**config.mk**
```make
export PLATFORM = sky130hd
export DESIGN_NAME = matrix_driver
export DESIGN_NICKNAME = d
export VERILOG_FILES = /design/src/rtl/matrix_pkg.sv /design/src/rtl/matrix_hold_timer.sv /design/src/rtl/matrix_driver.sv
export SDC_FILE = /design/constraint.sdc
export NUM_CORES = 1
export LEC_CHECK = 0
export BUFFER_PORTS_ARGS = -buffer_cell sky130_fd_sc_hd__buf_2
export CAP_MARGIN = 20
export CORE_MARGIN = 3
export CORE_UTILIZATION = 47
export DETAILED_ROUTE_END_ITERATION = 10
export PLACE_DENSITY = 0.72
export RECOVER_POWER = 100
export SLEW_MARGIN = 0
export SYNTH_ARGS = -nofsm -noshare
export SYNTH_HDL_FRONTEND = slang
export SYNTH_SLANG_ARGS = --single-unit
export TNS_END_PERCENT = 5
```
**constraint.sdc**
```tcl
create_clock -name clk -period 2.65 [get_ports clk]
set_input_delay 0.265 -clock clk [delete_from_list [all_inputs] [get_ports clk]]
set_output_delay 0.265 -clock clk [all_outputs]
set_load 0.05 [all_outputs]
```
**src/rtl/matrix_pkg.sv**
```systemverilog
// Shared constants and FSM encoding for the 16x16 LED matrix scanner.
// Pure declarations, no timing; no flow control.
// Imported by matrix_driver and matrix_hold_timer.
package matrix_pkg;

  localparam logic [15:0] BASE_ADDR_DEFAULT = 16'h0100;
  localparam int          ROWS              = 16;
  localparam int          COLS              = 16;
  localparam int          HOLD_CNT_W        = 16;

  typedef enum logic [2:0] {
    IDLE   = 3'd0,
    READ   = 3'd1,
    SETUP  = 3'd2,
    CLK_HI = 3'd3,
    LATCH  = 3'd4,
    HOLD   = 3'd5
  } state_t;

endpackage

```
**src/rtl/matrix_hold_timer.sv**
```systemverilog
// Row display timer: load arms it, done pulses on the last of HOLD_CYCLES cycles.
// Latency: done asserted HOLD_CYCLES cycles after the load cycle (first cycle after load counts as 1).
// No backpressure; load always restarts the count.
module matrix_hold_timer
  import matrix_pkg::*;
#(
  parameter int HOLD_CYCLES = 256
) (
  input  logic clk,
  input  logic reset_arduino,
  input  logic load,
  output logic done
);

  logic [HOLD_CNT_W-1:0] cnt;

  always_ff @(posedge clk or negedge reset_arduino) begin
    if (!reset_arduino) begin
      cnt <= '0;
    end else if (load) begin
      cnt <= HOLD_CNT_W'(HOLD_CYCLES);
    end else if (cnt != '0) begin
      cnt <= cnt - HOLD_CNT_W'(1);
    end
  end

  // Count reaching 1 marks the final display cycle, so HOLD lasts exactly HOLD_CYCLES.
  assign done = (cnt == HOLD_CNT_W'(1));

endmodule

```
**src/rtl/matrix_driver.sv**
```systemverilog
// Scans a 16x16 board from memory, shifts each row out serially, latches it and holds it lit.
// Latency: per row 3 cycles per column (zero-wait ack) + 1 latch + HOLD_CYCLES display cycles.
// Backpressure: mem_rd is held in READ until mem_ack; enable is only sampled in IDLE and at end of HOLD.
module matrix_driver
  import matrix_pkg::*;
#(
  parameter logic [15:0] BASE_ADDR   = BASE_ADDR_DEFAULT,
  parameter int          HOLD_CYCLES = 256
) (
  input  logic        clk,
  input  logic        reset_arduino,
  input  logic        enable,
  output logic [15:0] mem_addr,
  output logic        mem_rd,
  input  logic        mem_ack,
  input  logic [15:0] mem_data,
  output logic        mat_sclk,
  output logic        mat_sdata,
  output logic        mat_latch,
  output logic        mat_oe_n,
  output logic [3:0]  row_sel,
  output logic        frame_done
);

  localparam logic [3:0] LAST_COL = 4'(COLS - 1);
  localparam logic [3:0] LAST_ROW = 4'(ROWS - 1);

  state_t     state, state_nxt;
  logic [3:0] row, col;
  logic       timer_done;
  logic       hold_done;
  logic       mem_data_unused;

  // Only the pixel bit of each board word is meaningful.
  assign mem_data_unused = ^mem_data[15:1];

  matrix_hold_timer #(
    .HOLD_CYCLES (HOLD_CYCLES)
  ) u_hold_timer (
    .clk           (clk),
    .reset_arduino (reset_arduino),
    .load          (state == LATCH),
    .done          (timer_done)
  );

  assign hold_done = timer_done && (state == HOLD);
  assign mem_addr  = BASE_ADDR + {8'h00, row, col};

  always_ff @(posedge clk or negedge reset_arduino) begin
    if (!reset_arduino) begin
      state <= IDLE;
    end else begin
      state <= state_nxt;
    end
  end

  always_comb begin
    state_nxt = state;
    mem_rd    = 1'b0;
    mat_sclk  = 1'b0;
    mat_latch = 1'b0;
    mat_oe_n  = 1'b1;
    case (state)
      IDLE: begin
        if (enable) state_nxt = READ;
      end
      READ: begin
        mem_rd = 1'b1;
        if (mem_ack) state_nxt = SETUP;
      end
      SETUP: begin
        state_nxt = CLK_HI;
      end
      CLK_HI: begin
        mat_sclk  = 1'b1;
        state_nxt = (col == LAST_COL) ? LATCH : READ;
      end
      LATCH: begin
        mat_latch = 1'b1;
        state_nxt = HOLD;
      end
      HOLD: begin
        mat_oe_n = 1'b0;
        if (hold_done) state_nxt = enable ? READ : IDLE;
      end
      default: begin
        state_nxt = IDLE;
      end
    endcase
  end

  always_ff @(posedge clk or negedge reset_arduino) begin
    if (!reset_arduino) begin
      row        <= '0;
      col        <= '0;
      mat_sdata  <= 1'b0;
      row_sel    <= '0;
      frame_done <= 1'b0;
    end else begin
      frame_done <= 1'b0;
      case (state)
        IDLE: begin
          row <= '0;
          col <= '0;
        end
        READ: begin
          if (mem_ack) mat_sdata <= mem_data[0];
        end
        CLK_HI: begin
          if (col != LAST_COL) col <= col + 4'd1;
        end
        LATCH: begin
          row_sel <= row;
        end
        HOLD: begin
          // End of a row: rewind the column and advance, wrapping at the frame end.
          if (hold_done) begin
            col <= '0;
            if (row == LAST_ROW) begin
              row        <= '0;
              frame_done <= 1'b1;
            end else begin
              row <= row + 4'd1;
            end
          end
        end
        default: begin
        end
      endcase
    end
  end

endmodule

```
==> results of run 1 <==
worst reg2reg max path: stages (launching register included):
cell	delay [ns]
dfrtp_1	0.40
inv_1	0.10
ha_1	0.15
or3b_2	0.48
nor4_1	0.51
o221ai_1	0.30
a211o_1	0.35
registers in the layout, indices dropped and copies added, names as in the netlist:
name,count
col,4
frame_done,1
mat_sdata,1
row,4
row_sel,4
state,3
u_hold_timer.cnt,16
cells by family (layout without fill, tap and decap cells):
kind of cell | Yosys count | after routing | synth area share, %
AOI/OAI and AO/OA | 28 | 28 | 9.944
xor gates and xnor gates | 10 | 10 | 5.007
adders and majority gates | 4 | 4 | 2.861
buffers and inverters | 20 | 40 | 6.080
DFF | 33 | 33 | 47.21
muxes | 5 | 5 | 3.219
other | 2 | 8 | 0.4293
and+or+nand+nor | 84 | 84 | 25.25
routing by layer:
metal	part of all wire (%)	vias up	GRT usage, %
met5	0	-	0
met4	0.27	0	3.797
met3	5.4	2	6.071
met2	45	29	24.17
met1	49	675	23.49
li1	-	696	-
cells in the mapped netlist, types with 2 or more instances:
| cell type | instances |
|---|---|
| nor2_1 | 24 |
| xnor2_1 | 5 |
| ha_1 | 4 |
| nand3_1 | 8 |
| clkbuf_1 | 4 |
| xor2_1 | 5 |
| nand2b_1 | 3 |
| o21ai_0 | 9 |
| dfrtp_1 | 33 |
| mux2_2 | 5 |
| inv_1 | 7 |
| o31ai_1 | 4 |
| buf_4 | 8 |
| conb_1 | 2 |
| nor3_1 | 8 |
| or4_1 | 6 |
| nor4_1 | 4 |
| nand2_1 | 14 |
| nand3b_1 | 5 |
| a21oi_1 | 7 |
| and3_1 | 4 |
| or3b_2 | 2 |
worst max-delay path by stage:
stage	from	slack, ns	to	cells after the start
5_1_grt	u_hold_timer.cnt[1]	0.08	col[2]	7
3_5_place_dp	u_hold_timer.cnt[1]	0.24	col[3]	6
4_1_cts	u_hold_timer.cnt[1]	0.22	col[3]	6
2_1_floorplan	state[1]	0.47	row[3]	5
3_3_place_gp	u_hold_timer.cnt[1]	0.32	col[3]	6
6_report	u_hold_timer.cnt[1]	0.25	col[3]	6
power by group through the flow:
stage	registers [mW]	logic, mW	clock network, mW
after floorplan	0.659	0.264	0
after global placement	0.612	0.384	0
after detailed placement	0.613	0.385	0
after CTS	0.603	0.386	0.425
after global routing	0.610	0.412	0.453
final	0.602	0.372	0.410
cell type report:
| class | instances | share of cell area, % |
|---|---|---|
| repair buffers | 25 | 5.435 |
| flip-flops and latches | 33 | 42.20 |
| inverters | 7 | 1.343 |
| clock buffers | 7 | 4.923 |
| clock inverters | 1 | 0.2558 |
| well taps | 46 | 2.941 |
| multi-input cells | 139 | 42.90 |
per-stage QoR:
step                      hold WS, ns  cells  setup slack [ns]
final                          0.2136    258            0.2507
after global routing           0.2020    258           0.08485
after CTS                     0.06806    258            0.2240
after detailed placement       0.3696    250            0.2386
after global placement         0.3685    250            0.3190
after floorplan              -0.03059    192            0.4727
==> summary.txt, run 1 <==
Status
  – Run status: complete, but fails checks
  – Failing checks: capacitance limit, slew limit

Power and ir drop
  – Total Power: 1.385 mW
  – Switching power: 0.5224 mW
  – Max VDD drop: 0.0004289 V
  – Switch share: 37.72%
  – Clk pwr share: 29.6%
  – Reg power frac: 43.5%
  – Combinational power share: 26.9%
  – PD cells: 707.7 mW/mm2
  – Leakage: 0.9486 nW
  – Internal power: between 0.8 and 0.9 mW

Logic synthesis
  – Number of synthesized flops with an enable pin: 0
  – Synth async-reset ratio: 100.0%
  – Post-synthesis sequential area ratio: 47.21%
  – Largest cells by area after synthesis: dfrtp_1, nor2_1, buf_4
  – Most used DFF post-synth: dfrtp_1
  – Yosys warning count: 0
  – Synth Instances: between 150 and 200
  – Mapped cell area: between 0.0015 and 0.002 mm2
  – Post-synth top area share: 47.21%
  – Synth unique cells: 37
  – Synth area leader: dfrtp_1
  – Syn Area/Cell: about 9.4 um2
  – Seq cells post-synth: 33

CTS
  – Post-CTS Hold Buffers: 0
  – Post-CTS resize count: 0
  – CTS Root Cell: clkbuf_8
  – CTS Sinks: 33
  – Clk buf depth: 2
  – H-tree Lvls: 2
  – Clk slew on worst S/H paths: roughly 0.060 ns
  – CTS tree: built
  – CTS buffer count: 5
  – Post-CTS Setup Inserts: 0
  – Clk_lat worst skew: 0.28 ns

Floorplanning
  – Die width: 67.01 um
  – Die H: roughly 67 um
  – Initial Util: 50.43%
  – Die area: roughly 0.0045 mm2
  – Core Area: 0.003468 mm2
  – # IOs: 46
  – Cell Rows: 21

Timing
  – Final period utilization: approximately nine tenths
  – TNS Setup: 0 ns
  – Slew headroom: -16.08%
  – RSZ-0062 raised after global routing: no
  – Tmin final: 2.399 ns
  – Final hold violations: 0
  – Worst-Margin Slew: 1.741 ns
  – Layout Skew: 0.002772 ns
  – Setup Viol. Count Final: 0
  – Fmax: 416.8 MHz
  – Slew Limit Fails: 34

Hold path
  – HP Start: mem_data[0]
  – Hold Path Class: in2reg
  – Hold endpoint: mat_sdata
  – Hold path cells: 2

Worst setup path
  – CP Capture Type: register
  – Critical Path, Cell by Cell: inv_1, ha_1, or3b_2, nor4_1, o221ai_1, a211o_1
  – WS Path Type: reg2reg
  – Worst-path fanout max: 5
  – Slowest stage delay, CP: 0.51 ns
  – RR Startpoint: u_hold_timer.cnt[1]
  – Worst R2R End: col[3]
  – CP Data Arrival Time: 2.57 ns
  – R2R depth: 6
  – Reg2Reg Setup Slack: about 0.25 ns
  – Worst path required time: 2.82 ns
  – Worst Setup Start Kind: register
  – Crit path buffers/inverters: 1
  – Slowest CP cell: nor4_1
  – Crit path max-delay family: simple AND/OR/NAND/NOR gates

Finish
  – FILL cells: 338
  – Reg area: ~830 um2
  – Share of cells above drive strength 1: 10.85%
  – Highest-count cells in the layout ignoring fill and taps: dfrtp_1, nor2_1, clkbuf_1
  – Area of the multi-input gates: 839.6 um2
  – Fin util: 56.42%
  – Area growth syn-to-layout: 11.87%
  – Cell area after layout: 0.001957 mm2
  – Final nets: 235
  – N_diodes: 0
  – Commonest non-fill, non-tap cell in the layout: dfrtp_1

Route
  – DRT iter0 DRCs: between 80 and 90
  – Post-DRT Antenna Nets: 0
  – Vias per std cell: 5.434
  – Post-Route WL: between 3 and 4 mm
  – Vias after detailed routing: 1402
  – 1st-pass router iterations: 4
  – DR DRC count: 0
  – WL/cell: 12.83 um

Global route
  – GRT Total Usage: 16.65%
  – First-pass GRT wire length: 5.623 mm
  – Initial antenna violation count: 0
  – Total grt overflow: 0
  – Vias in the first global route: 1231
  – Pin count of the biggest net entering global routing: 34

Placement
  – Gpl congestion: between 0.8 and 0.9
  – Placed cell area: about 0.0019 mm2
  – PortBufs: 22
  – Dpl hpwl: about 2.3 mm

Run
  – MaxCap Viol Count: 1
Note: power is estimated with default switching activity, not from simulation.
==> inputs of run 2 (changes only) <==
--- a/constraint.sdc
+++ b/constraint.sdc
@@ -3,2 +3,2 @@
 set_output_delay 0.265 -clock clk [all_outputs]
-set_load 0.05 [all_outputs]
+set_load 0.02 [all_outputs]
==> run 2 against run 1 <==
Net effect: the flow still finishes with violations (capacitance limit, slew limit); design area shrank 0.64%; worst setup slack gained 0.094 ns; clock power shrank 15%; register-to-register slack better by 0.09 ns; sequential power is 1% higher; die area unchanged; critical endpoint is now u_hold_timer.cnt[3].
==> summary.txt, run 2 (synthesized netlist as in run 1, its figures left out) <==
Status
  – Run status: complete, but fails checks
  – Failing checks: capacitance limit, slew limit

Power and ir drop
  – Max VDD drop: roughly 0.00037 V
  – Leakage: between 0.9 and 1 nW
  – PD cells: 629.6 mW/mm2

CTS
  – Post-CTS Hold Buffers: 0
  – CTS Sinks: 33
  – Clk buf depth: 2
  – Post-CTS resize count: 0
  – CTS tree: built
  – CTS Root Cell: clkbuf_8
  – Post-CTS Setup Inserts: 0
  – CTS buffer count: 5
  – Clk slew on worst S/H paths: about 0.06 ns
  – Clk_lat worst skew: approximately 0.28 ns
  – H-tree Lvls: 2

Global route
  – Pin count of the biggest net entering global routing: 34
  – GR Layer Usage met1: 23.01%
  – Vias in the first global route: 1283
  – Initial antenna violation count: 0
  – Grt peak-use layer: met2
  – Total grt overflow: 0
  – GRT Total Usage: 16.78%
  – Met3 usage: between 4 and 5%
  – Met2 GRT Util: 25.52%
  – First-pass GRT wire length: 5.713 mm

Timing
  – Final period utilization: 87.01%
  – Slew Limit Fails: 34
  – TNS Setup: 0 ns
  – Worst-Margin Slew: approximately 1.7 ns
  – Setup Viol. Count Final: 0
  – Layout Skew: around 0.0037 ns
  – Final hold violations: 0
  – Fmax: 433.7 MHz
  – Slew headroom: -14.04%
  – RSZ-0062 raised after global routing: no
  – Tmin final: 2.306 ns
  – Min setup slack post-route: about 0.34 ns

Floorplanning
  – Die H: 67.01 um
  – Cell Rows: 21
  – Core Area: 0.003468 mm2
  – Initial Util: around half
  – Die area: 0.004490 mm2
  – Die width: 67.01 um
  – # IOs: 46

Placement
  – PortBufs: 22
  – Pre-CTS setup slack: 0.2940 ns
  – Gpl congestion: 0.8066
  – Dpl hpwl: 2.423 mm

Run
  – MaxCap Viol Count: 1

Finish
  – N_diodes: 0
  – Highest-count cells in the layout ignoring fill and taps: dfrtp_1, nor2_1, clkbuf_1
  – Final nets: 236
  – FILL cells: 333
  – Area growth syn-to-layout: 11.16%
  – Share of cells above drive strength 1: between 10 and 15%
  – Area of the multi-input gates: 839.6 um2
  – Most flop-heavy register: u_hold_timer.cnt
  – Max reg flops: 16
  – Commonest non-fill, non-tap cell in the layout: dfrtp_1
  – Reg area: 825.8 um2

Worst setup path
  – CP Capture Type: register
  – Worst path required time: 2.82 ns
  – CP Data Arrival Time: between 2 and 2.5 ns
  – Worst Setup Start Kind: register
  – WS Path Type: reg2reg
  – Worst-path fanout max: 10

Route
  – DR DRC count: 0
  – WL/cell: 12.96 um
  – Vias after detailed routing: 1393
  – 1st-pass router iterations: 4
  – Post-DRT Antenna Nets: 0
  – Vias per std cell: 5.378
  – Post-Route WL: 3.356 mm
  – DRT iter0 DRCs: 78

Hold path
  – Hold Path Class: in2reg
-- run 2: changes by cell type in the layout (fill, tap and decap cells not counted) --
cell | previous run | this run
clkbuf_1 | 19 | 21
clkbuf_8 | 7 | 5
buf_4 | 2 | 3
clkbuf_2 | 1 | 0
clkinv_2 | 1 | 2
-- run 2: layer usage --
layer / vias to the layer above / share of wire [%]
li1: 695 / -
met1: 664 / 50
met2: 30 / 44
met3: 4 / 4.8
met4: 0 / 0.92
met5: - / 0
-- run 2: cell type report --
cell class                 count  share of cell area, %
multi-input combinational    139                  43.18
timing repair buffer          26                  5.792
inverter                       7                  1.351
sequential                    33                  42.47
clock inverter                 2                 0.5148
clock buffer                   6                  3.732
tap                           46                  2.960
-- run 2: where the power goes --
group          internal, mW  total, mW  leakage [nW]  switching, mW
clock network         0.181      0.347        0.0450          0.166
logic                0.0877      0.268         0.445          0.181
registers             0.541      0.609         0.453         0.0675
total                 0.810       1.22         0.943          0.414
-- run 2: through the flow --
stage	util, %	cells	cell area [um2]	hold WS, ns	power (mW)
floorplan	-	192	1772	-0.03059	0.8164
global placement	54.62	251	1894	0.3678	0.8884
detailed placement	54.62	251	1894	0.3590	0.8992
CTS	57.00	259	1977	0.06090	1.250
global route	56.06	259	1944	0.2384	1.310
finish	56.06	259	1944	0.2376	1.224
-- run 2: worst max-delay path, stage by stage, from the launching register on --
cell and delay, ns:
dfrtp_1 0.42, inv_1 0.07, ha_1 0.20, or3b_2 0.49
or4_1 0.60, nand3b_1 0.18, xor2_1 0.17, nor2_1 0.05
-- run 2: worst paths after layout --
| kind | startpoint | end | slack (ns) | cells past startpoint |
|---|---|---|---|---|
| min | mem_data[0] | mat_sdata | 0.24 | 2 |
| min reg2reg | row_sel[3] | row_sel[3] | 0.51 | 1 |
| max reg2reg | u_hold_timer.cnt[0] | u_hold_timer.cnt[3] | 0.34 | 7 |
| max in group asynchronous | reset_arduino | u_hold_timer.cnt[10] | 1.23 | 1 |
| min in group asynchronous | reset_arduino | u_hold_timer.cnt[1] | 0.43 | 1 |
| max | u_hold_timer.cnt[0] | u_hold_timer.cnt[3] | 0.34 | 7 |
